==> src/rtl/spi_adc_slave.sv <==
// SPI mode-0 responder: streams the latest ADC sample out on MISO and collects the
// master's command word from MOSI, with all SPI pins oversampled on CLK_IN.
//
// state  | meaning
// IDLE   | SS high (or not yet armed); MISO driven low, waiting for SS to fall
// ACTIVE | frame in progress; shift MISO on SCLK fall, capture MOSI on SCLK rise
module spi_adc_slave #(
  parameter int DATA_W      = 12,
  parameter int FRAME_W     = 16,
  parameter int SYNC_STAGES = 2
) (
  input  logic               CLK_IN,
  input  logic               XRES_IN,
  input  logic               SCLK,
  input  logic               SS,
  input  logic               MOSI,
  output logic               MISO,
  input  logic [DATA_W-1:0]  sample_in,
  input  logic               sample_valid,
  output logic [FRAME_W-1:0] cmd_data,
  output logic               cmd_valid,
  output logic               frame_err,
  output logic               busy
);

  localparam int CNT_W = $clog2(FRAME_W + 2);
  localparam logic [CNT_W-1:0] CNT_FULL = CNT_W'(FRAME_W);
  localparam logic [CNT_W-1:0] CNT_SAT  = CNT_W'(FRAME_W + 1);

  typedef enum logic {IDLE, ACTIVE} state_t;

  state_t                  state;
  logic [SYNC_STAGES-1:0]  sclk_q, ss_q, mosi_q;
  logic                    sclk_d, ss_d;
  logic [SYNC_STAGES:0]    fill;
  logic                    armed;
  logic [DATA_W-1:0]       hold;
  logic [FRAME_W-1:0]      tx_sr, rx_sr;
  logic [CNT_W-1:0]        bit_cnt;

  logic sclk_s, ss_s, mosi_s;
  logic sclk_rise, sclk_fall, ss_fall, ss_rise, ready;
  logic [FRAME_W-1:0] snap_word;

  assign sclk_s    = sclk_q[SYNC_STAGES-1];
  assign ss_s      = ss_q[SYNC_STAGES-1];
  assign mosi_s    = mosi_q[SYNC_STAGES-1];
  assign sclk_rise = sclk_s & ~sclk_d;
  assign sclk_fall = ~sclk_s & sclk_d;
  assign ss_fall   = ~ss_s & ss_d;
  assign ss_rise   = ss_s & ~ss_d;
  assign ready     = fill[SYNC_STAGES];
  assign snap_word = FRAME_W'(sample_valid ? sample_in : hold);

  always_ff @(posedge CLK_IN or negedge XRES_IN) begin
    if (!XRES_IN) begin
      sclk_q <= '0;
      ss_q   <= '1;
      mosi_q <= '0;
      sclk_d <= 1'b0;
      ss_d   <= 1'b1;
      fill   <= '0;
      armed  <= 1'b0;
    end else begin
      sclk_q <= {sclk_q[SYNC_STAGES-2:0], SCLK};
      ss_q   <= {ss_q[SYNC_STAGES-2:0], SS};
      mosi_q <= {mosi_q[SYNC_STAGES-2:0], MOSI};
      sclk_d <= sclk_s;
      ss_d   <= ss_s;
      fill   <= {fill[SYNC_STAGES-1:0], 1'b1};
      // A frame already running at reset release is ignored until SS is seen high
      if (ready && ss_s) armed <= 1'b1;
    end
  end

  always_ff @(posedge CLK_IN or negedge XRES_IN) begin
    if (!XRES_IN) hold <= '0;
    else if (sample_valid) hold <= sample_in;
  end

  always_ff @(posedge CLK_IN or negedge XRES_IN) begin
    if (!XRES_IN) begin
      state     <= IDLE;
      tx_sr     <= '0;
      rx_sr     <= '0;
      bit_cnt   <= '0;
      MISO      <= 1'b0;
      cmd_data  <= '0;
      cmd_valid <= 1'b0;
      frame_err <= 1'b0;
      busy      <= 1'b0;
    end else begin
      cmd_valid <= 1'b0;
      frame_err <= 1'b0;
      case (state)
        IDLE: begin
          MISO <= 1'b0;
          busy <= 1'b0;
          if (ss_fall && armed) begin
            tx_sr   <= snap_word;
            rx_sr   <= '0;
            bit_cnt <= '0;
            MISO    <= snap_word[FRAME_W-1];
            busy    <= 1'b1;
            state   <= ACTIVE;
          end
        end
        ACTIVE: begin
          busy <= 1'b1;
          if (ss_rise) begin
            state <= IDLE;
            MISO  <= 1'b0;
            busy  <= 1'b0;
            if (bit_cnt == CNT_FULL) begin
              cmd_data  <= rx_sr;
              cmd_valid <= 1'b1;
            end else begin
              frame_err <= 1'b1;
            end
          end else if (sclk_rise) begin
            rx_sr <= {mosi_s, rx_sr[FRAME_W-1:1]};
            if (bit_cnt != CNT_SAT) bit_cnt <= bit_cnt + 1'b1;
          end else if (sclk_fall) begin
            // zero fill keeps MISO low once the word is exhausted
            tx_sr <= {tx_sr[FRAME_W-2:0], 1'b0};
            MISO  <= tx_sr[FRAME_W-2];
          end
        end
        default: state <= IDLE;
      endcase
    end
  end

endmodule
==> config.mk <==
export PLATFORM = sky130hd
export DESIGN_NAME = spi_adc_slave
export DESIGN_NICKNAME = d
export VERILOG_FILES = /design/src/rtl/spi_adc_slave.sv
export SDC_FILE = /design/constraint.sdc
export NUM_CORES = 1
export LEC_CHECK = 0
export CAP_MARGIN = 0
export CORE_MARGIN = 5
export CORE_UTILIZATION = 45
export DETAILED_ROUTE_END_ITERATION = 7
export PLACE_DENSITY = 0.74
export SLEW_MARGIN = 20
export SYNTH_ARGS = -nofsm -noshare
export SYNTH_HDL_FRONTEND = slang
export SYNTH_SLANG_ARGS = --single-unit
==> constraint.sdc <==
create_clock -name CLK_IN -period 1.8 [get_ports CLK_IN]
set_input_delay 0.36 -clock CLK_IN [delete_from_list [all_inputs] [get_ports CLK_IN]]
set_output_delay 0.36 -clock CLK_IN [all_outputs]
set_load 0.03 [all_outputs]
==> results of run 1 <==
## power groups by stage
stage,Combinational [mW],Sequential (mW),Clock (mW)
2_1_floorplan,0.395,2.16,0
6_report,0.609,2.15,1.50
3_3_place_gp,0.572,2.18,0
5_1_grt,0.699,2.18,1.61
3_5_place_dp,0.604,2.18,0
4_1_cts,0.622,2.15,1.53
## how the worst max path moves through the flow
| stage | to | depth (start not counted) | slack (ns) | startpoint |
|---|---|---|---|---|
| global route | cmd_data[14] | 1 | 0.005 | cmd_data[14] |
| floorplan | bit_cnt[4] | 5 | 0.06 | state |
| detailed placement | tx_sr[11] | 5 | 0.06 | sample_valid |
| CTS | MISO | 1 | 0.02 | MISO |
| finish | cmd_data[4] | 1 | 0.06 | cmd_data[4] |
| global placement | tx_sr[8] | 5 | 0.08 | sample_valid |
## flip-flops by register name, summed over array words and instances, names as in the netlist
| signal | count |
|---|---|
| frame_err | 1 |
| ss_q | 2 |
| hold | 12 |
| mosi_q | 2 |
| cmd_data | 16 |
| MISO | 1 |
| state | 1 |
| rx_sr | 16 |
| ss_d | 1 |
| armed | 1 |
| sclk_q | 2 |
| sclk_d | 1 |
| bit_cnt | 5 |
| fill | 3 |
| tx_sr | 15 |
| cmd_valid | 1 |
## worst register-to-register path, delay by kind of cell (launching register included)
kind	cells	cell delay [ns]
buffers and inverters	2	0.30
adder cells (fa/ha/maj)	1	0.19
AND/OR/NAND/NOR	2	0.42
multiplexers	1	0.30
flip-flops	1	0.40
## layer usage
layer | vias to the layer above | global-route usage [%] | routed length (um)
met1 | 966 | 19.75 | 2694
met4 | 0 | 8.173 | 103
met2 | 31 | 21.10 | 2624
li1 | 953 | - | -
met5 | - | 0 | 0
met3 | 7 | 3.187 | 208
## cells in the mapped netlist
| cell type | number |
|---|---|
| nor4b_4 | 1 |
| o21ai_1 | 1 |
| inv_2 | 1 |
| dfrtp_1 | 77 |
| o211ai_1 | 1 |
| a32o_1 | 1 |
| nand3_1 | 4 |
| a41oi_1 | 1 |
| buf_4 | 1 |
| conb_1 | 1 |
| inv_1 | 7 |
| or4b_1 | 1 |
| buf_6 | 2 |
| ha_1 | 3 |
| o2bb2ai_1 | 1 |
| nor3b_1 | 2 |
| a21oi_1 | 2 |
| a22o_1 | 1 |
| nand4b_4 | 1 |
| a21o_1 | 2 |
| o21ai_0 | 31 |
| clkbuf_1 | 5 |
| mux2_2 | 19 |
| mux2_4 | 9 |
| a41oi_2 | 1 |
| and4bb_2 | 1 |
| dfstp_2 | 3 |
| nor2b_1 | 1 |
| nand2b_1 | 1 |
| mux2i_1 | 13 |
| nand2_1 | 53 |
| a41oi_4 | 1 |
| buf_2 | 5 |
## cell usage in the layout, fill, tap and decap left out, types with 2 or more instances in the layout
master,count
dfrtp_1,76
nand2_1,53
clkdlybuf4s50_1,33
o21ai_0,31
mux2_2,19
mux2i_1,13
clkbuf_8,12
mux2_4,9
buf_4,7
inv_1,6
buf_12,5
nand3_1,4
ha_1,3
dfstp_2,3
inv_2,2
nor3b_1,2
a41oi_2,2
a21oi_1,2
a21o_1,2
bufinv_16,2
clkbuf_1,2
dlymetal6s2s_1,2
## stage by stage
step	hold WS [ns]	setup slack [ns]	total power, mW
2_1_floorplan	0.06441	0.05853	2.554
3_3_place_gp	0.3109	0.08385	2.748
3_5_place_dp	0.3148	0.05762	2.787
4_1_cts	0.3513	0.01624	4.301
5_1_grt	0.3628	0.005411	4.483
6_report	0.3512	0.05882	4.259
## cell families after synthesis
kind of cell	Yosys count
other	1
buffers and inverters	21
AND/OR/NAND/NOR	65
flip-flops	80
AO/OA/AOI/OAI	43
multiplexers	41
adder cells (fa/ha/maj)	3
## what timing repair did
action                                  in CTS  in global routing
setup buffers                                0                  0
hold endpoints to repair                    26                  0
gates resized for setup                      0                  4
endpoints found under the setup margin       0                 14
hold buffers                                 1                  0
## cell type report
cell class | count | share of cell area [%]
flip-flops and latches | 80 | 49.83
repair buffers | 48 | 12.86
multi-input cells | 153 | 27.80
inverters | 8 | 0.7456
clock inverters | 2 | 1.491
well taps | 96 | 2.982
clock buffers | 14 | 4.287
==> out/summary.txt, run 1 <==
Sinks on Clock Net -> 80
Cell count after synthesis -> 254
Number of detailed-routing iterations run before antenna repair -> 4
Mapped Nets -> 275
Capturing element type of the critical path -> primary output
Area taken by flip-flops and latches -> 2007 sq um
Post-Layout Cell Count -> 401
Routed WL -> 5630 um
Starting utilization of the core area -> 46.87%
Clock tree skew after final layout -> 0.005111 ns
Number of antenna violations at the first check in global routing -> 0
Number of top-level pins -> 38
Setup repair after global routing missed its margin -> false
Area share of and/or/nand/nor cells after synthesis -> 9.833%
Antenna violation net count after detailed routing -> 0
Hold worst-path end -> mosi_q[1]
Switching part of the total -> 25.02%
Final slew viol count -> 0
Share of the core filled with cells -> 58.63%
Detailed-route DRC error count -> 0
Post-synthesis mux area share -> 14.89%
Overall track demand over capacity in global routing -> 14.40%
Max-cap violations -> 0
Xor/xnor share of the synthesized area -> 0%
Sequential power share -> 50.5%
Data arrival time of the worst path -> 1.38 ns
Net total in the final layout -> 321
Result of the run -> completed
Leading cell types by total area after synthesis -> dfrtp_1 (60%), mux2_2 (6.6%), nand2_1 (6.2%)
Part of the power in the clock network -> 35.2%
Final standard cell area without fillers -> 4028 sq um
Max incr delay on CP -> 0.68 ns
Via count of the first global-routing pass -> 2020
Layout cells sized above 1 -> 21.97%
Die Outline Area -> 8945 sq um
Crit path cell chain -> clkdlybuf4s50_1
Library cells used by synthesis -> 33
Area of the mapped netlist -> 3219 sq um
Launching element type of the critical path -> register
Count of vias placed by the detailed router -> 1957
Clock transition at the registers of the reported paths -> 0.07 ns
Leakage power figure -> 1.867 nW
Post-synthesis compound-gate area fraction -> 8.473%
Cell Rows -> 30
Mean area per synthesized cell -> 12.67 sq um
Dominant combinational cell family by area after synthesis -> multiplexers
Post-route clock period utilization -> 96.73%
Wire length of the first global-routing pass -> 9846 um
Sw Pwr -> 1.065 mW
Die extent in y -> 94.58 um
Register area share after synthesis -> 62.30%
Master of the slowest instance on the critical path -> clkdlybuf4s50_1
Maximum number of pins on one net before global-route repair -> 45
Number of buffers created by CTS -> 9
Worst reg2reg path startpoint -> bit_cnt[1]
Class of the most critical setup path -> reg -> out
Biggest area consumer among synthesized cells -> dfrtp_1
Ratio of routed vias to standard cells -> 4.880
Clock latency of the later-clocked register in the worst-skew pair -> 0.34 ns
Number of levels in the clock H-tree -> 3
Worst reg2reg setup slack -> 0.09 ns
Fraction of the mapped netlist area in adder cells -> 1.166%
Number of placed instances, taps included -> 384
Placeable core area -> 6869 sq um
Class of the most critical hold timing path -> reg -> reg
Internal power consumption -> 3.193 mW
Destination of the worst register-to-register timing path -> cmd_data[12]
WL per Instance -> 14.04 um
Req. time, crit path -> 1.44 ns
TritonCTS clock tree -> built
Placed wire-length estimate -> 3672 um
P&R area growth vs syn -> 25.11%
I/O Buffers -> 37
Die outline width -> 94.58 um
Fillers -> 568
Final-report hold violation count -> 0
Bufs on Longest Clock Path -> 2
Min Tclk post-route -> 1.741 ns
Depth of the worst register-to-register path -> 6
Root Buffer Master -> clkbuf_8
TNS Setup -> 0 ns
Area used by multi-input combinational logic -> 1120 sq um
Achievable clock frequency -> 574.3 MHz
Number of cells on the worst hold path -> 0
Antenna diode instance count -> 0
Hold path startpoint -> mosi_q[0]
Weighted congestion at the end of routability-driven global placement -> 0.6967
Post-synthesis sequential element count -> 80
Count of final setup violators -> 0
Post-DP Area -> 3777 sq um
Synthesis Warnings -> 0
Part of the power in combinational logic -> 14.3%
Cell family with most CP delay -> buffers and inverters
Top cell type's share of synthesized area -> 59.85%
Highest net fanout along the worst path -> 2
DRC violation total after the first TritonRoute iteration -> 113
Global-route congestion overflow total -> 0
Total power per unit cell area -> 1057 nW/um^2
Count of buffer and inverter cells on the critical path -> 1
VDD IR-drop max -> 0.0006160 V
No activity file was read; power rests on OpenSTA's default activity.
==> inputs of run 2 (changes only) <==
--- a/config.mk
+++ b/config.mk
@@ -8,6 +8,8 @@
 export CAP_MARGIN = 0
 export CORE_MARGIN = 5
 export CORE_UTILIZATION = 45
+export CTS_CLUSTER_DIAMETER = 30
+export CTS_CLUSTER_SIZE = 28
 export DETAILED_ROUTE_END_ITERATION = 7
 export PLACE_DENSITY = 0.74
 export SLEW_MARGIN = 20
==> results of run 2 <==
Final layout, timing and power as in run 1 (identical DEF).
==> inputs of run 3 (changes only) <==
--- a/config.mk
+++ b/config.mk
@@ -11,7 +11,7 @@
 export CTS_CLUSTER_DIAMETER = 30
 export CTS_CLUSTER_SIZE = 28
 export DETAILED_ROUTE_END_ITERATION = 7
-export PLACE_DENSITY = 0.74
+export PLACE_DENSITY = 0.78
 export SLEW_MARGIN = 20
 export SYNTH_ARGS = -nofsm -noshare
 export SYNTH_HDL_FRONTEND = slang
==> out/summary.txt, run 3 (synthesized netlist as in run 1, its figures left out) <==
Via count of the first global-routing pass -> 1853 (-8.3%)
Worst reg2reg path startpoint -> ss_q[1]
Count of final setup violators -> 0 (unchanged)
Count of buffer and inverter cells on the critical path -> 1 (unchanged)
Ratio of routed vias to standard cells -> 4.796 (-1.7%)
Cell family with most CP delay -> buffers and inverters
Min Tclk post-route -> 1.758 ns (+0.01668 ns)
Starting utilization of the core area -> 46.87% (unchanged)
Root Buffer Master -> clkbuf_8
Class of the most critical setup path -> reg -> out
Count of vias placed by the detailed router -> 1928 (-1.5%)
Number of top-level pins -> 38 (unchanged)
Hold path startpoint -> mosi_q[0]
Placeable core area -> 6869 sq um (unchanged)
Wire length of the first global-routing pass -> 8907 um (-9.5%)
I/O Buffers -> 37 (unchanged)
Die outline width -> 94.58 um (unchanged)
Destination of the worst register-to-register timing path -> bit_cnt[2]
Data arrival time of the worst path -> 1.40 ns (+0.02 ns)
Antenna violation net count after detailed routing -> 0 (unchanged)
Maximum number of pins on one net before global-route repair -> 36 (-20%)
Number of levels in the clock H-tree -> 3 (unchanged)
Launching element type of the critical path -> register
Req. time, crit path -> 1.44 ns (about the same)
Hold worst-path end -> mosi_q[1]
Clock latency of the later-clocked register in the worst-skew pair -> 0.35 ns (about the same)
Number of buffers created by CTS -> 9 (unchanged)
Most frequent cells in the layout -> dfrtp_1 (76), nand2_1 (53), clkdlybuf4s50_1 (34), o21ai_0 (31), mux2_2 (19)
Master of the slowest instance on the critical path -> clkdlybuf4s50_1
WL per Instance -> 12.97 um (-7.6%)
Final hold slack -> 0.3514 ns (+0.0001460 ns)
Bufs on Longest Clock Path -> 2 (unchanged)
Layout cells sized above 1 -> 22.22% (+0.26 points)
Setup repair after global routing missed its margin -> false
Number of detailed-routing iterations run before antenna repair -> 4 (unchanged)
Leakage power figure -> 1.833 nW (-1.8%)
Post-route clock period utilization -> 97.66% (+0.93 points)
Weighted congestion at the end of routability-driven global placement -> 0.8149 (+17%)
TritonCTS clock tree -> built
Highest net fanout along the worst path -> 2 (unchanged)
Clock transition at the registers of the reported paths -> 0.08 ns (about the same)
Largest registers in the final layout -> cmd_data: 16 flops, rx_sr: 16 flops, tx_sr: 15 flops
Sinks on Clock Net -> 80 (unchanged)
Depth of the worst register-to-register path -> 4 (-2)
DRC violation total after the first TritonRoute iteration -> 104 (-8.0%)
Final slew viol count -> 0 (unchanged)
Total power per unit cell area -> 1066 nW/um^2 (+0.83%)
TNS Setup -> 0 ns (unchanged)
Routed WL -> 5213 um (-7.4%)
Clock tree skew after final layout -> 0.008360 ns (+0.003249 ns)
Max-cap violations -> 0 (unchanged)
Antenna diode instance count -> 0 (unchanged)
Achievable clock frequency -> 568.9 MHz (-0.95%)
Global-route congestion overflow total -> 0 (unchanged)
Worst reg2reg setup slack -> 0.09 ns (about the same)
Crit path cell chain -> clkdlybuf4s50_1
Placed wire-length estimate -> 3552 um (-3.3%)
Detailed-route DRC error count -> 0 (unchanged)
Final-report hold violation count -> 0 (unchanged)
VDD IR-drop max -> 0.0004579 V (-26%)
Number of antenna violations at the first check in global routing -> 0 (unchanged)
Die extent in y -> 94.58 um (unchanged)
Net total in the final layout -> 322 (+0.31%)
Max incr delay on CP -> 0.69 ns (about the same)
Class of the most critical hold timing path -> reg -> reg
Die Outline Area -> 8945 sq um (unchanged)
P&R area growth vs syn -> 24.76%
Number of cells on the worst hold path -> 0 (unchanged)
Overall track demand over capacity in global routing -> 13.12% (-1.3 points)
Capturing element type of the critical path -> primary output
Cell Rows -> 30 (unchanged)
Result of the run -> completed
Leading cell type in the layout, fill and taps excluded -> dfrtp_1
run 3: cell count changes in the layout (fill, tap and decap cells not counted), sizes merged:
cell and delta:
clkinvlp +1, buf +1, clkinv +2, dlymetal6s2s -2, clkdlybuf4s50 +1, clkbuf -4
dlygate4sd2 +1, bufinv +1
run 3: per-layer routing:
metal | part of all wire, % | wire length (um) | vias up | track usage, %
li1 | - | - | 954 | -
met1 | 47 | 2441 | 936 | 17.61
met2 | 48 | 2508 | 27 | 19.68
met3 | 2.5 | 130 | 11 | 2.869
met4 | 2.6 | 133 | 0 | 7.572
met5 | 0 | 0 | - | 0
run 3: final cells by class:
cell class	instances	area, sq um
clock buffer	10	127.6
timing repair buffer	49	506.7
multi-input combinational	153	1117
sequential	80	2007
tap	96	120.1
fill	545	2853
inverter	8	30.03
clock inverter	6	107.6
run 3: metrics by stage:
step	power (mW)	worst slack (ns)	cell area, sq um	std cells	utilization (%)
3_3_place_gp	2.735	0.09378	3765	384	54.81
6_report	4.282	0.04214	4016	402	58.47
2_1_floorplan	2.554	0.05853	3219	254	-
5_1_grt	4.514	0.0002802	4016	402	58.47
3_5_place_dp	2.769	0.07602	3765	384	54.81
4_1_cts	4.302	0.02101	4009	401	58.36
run 3: timing repair:
action | CTS | global route
buffers inserted | 0 | 1
hold endpoints to repair | 24 | 0
setup endpoints to repair | 1 | 9
gates resized for setup | 1 | 1
hold buffers | 1 | 0
gates cloned | 0 | 0
run 3: worst max-delay path by stage:
stage | startpoint | to | slack [ns] | cells past startpoint
floorplan | state | bit_cnt[4] | 0.06 | 5
detailed placement | bit_cnt[0] | cmd_data[8] | 0.08 | 6
global route | cmd_data[15] | cmd_data[15] | 0.0003 | 1
finish | cmd_data[7] | cmd_data[7] | 0.04 | 1
CTS | MISO | MISO | 0.02 | 1
global placement | ss_q[1] | bit_cnt[2] | 0.09 | 4
run 3: power by group:
part	switching [mW]	internal, mW	leakage, nW
Combinational	0.320	0.283	0.687
Clock	0.618	0.917	0.116
Sequential	0.131	2.01	1.03
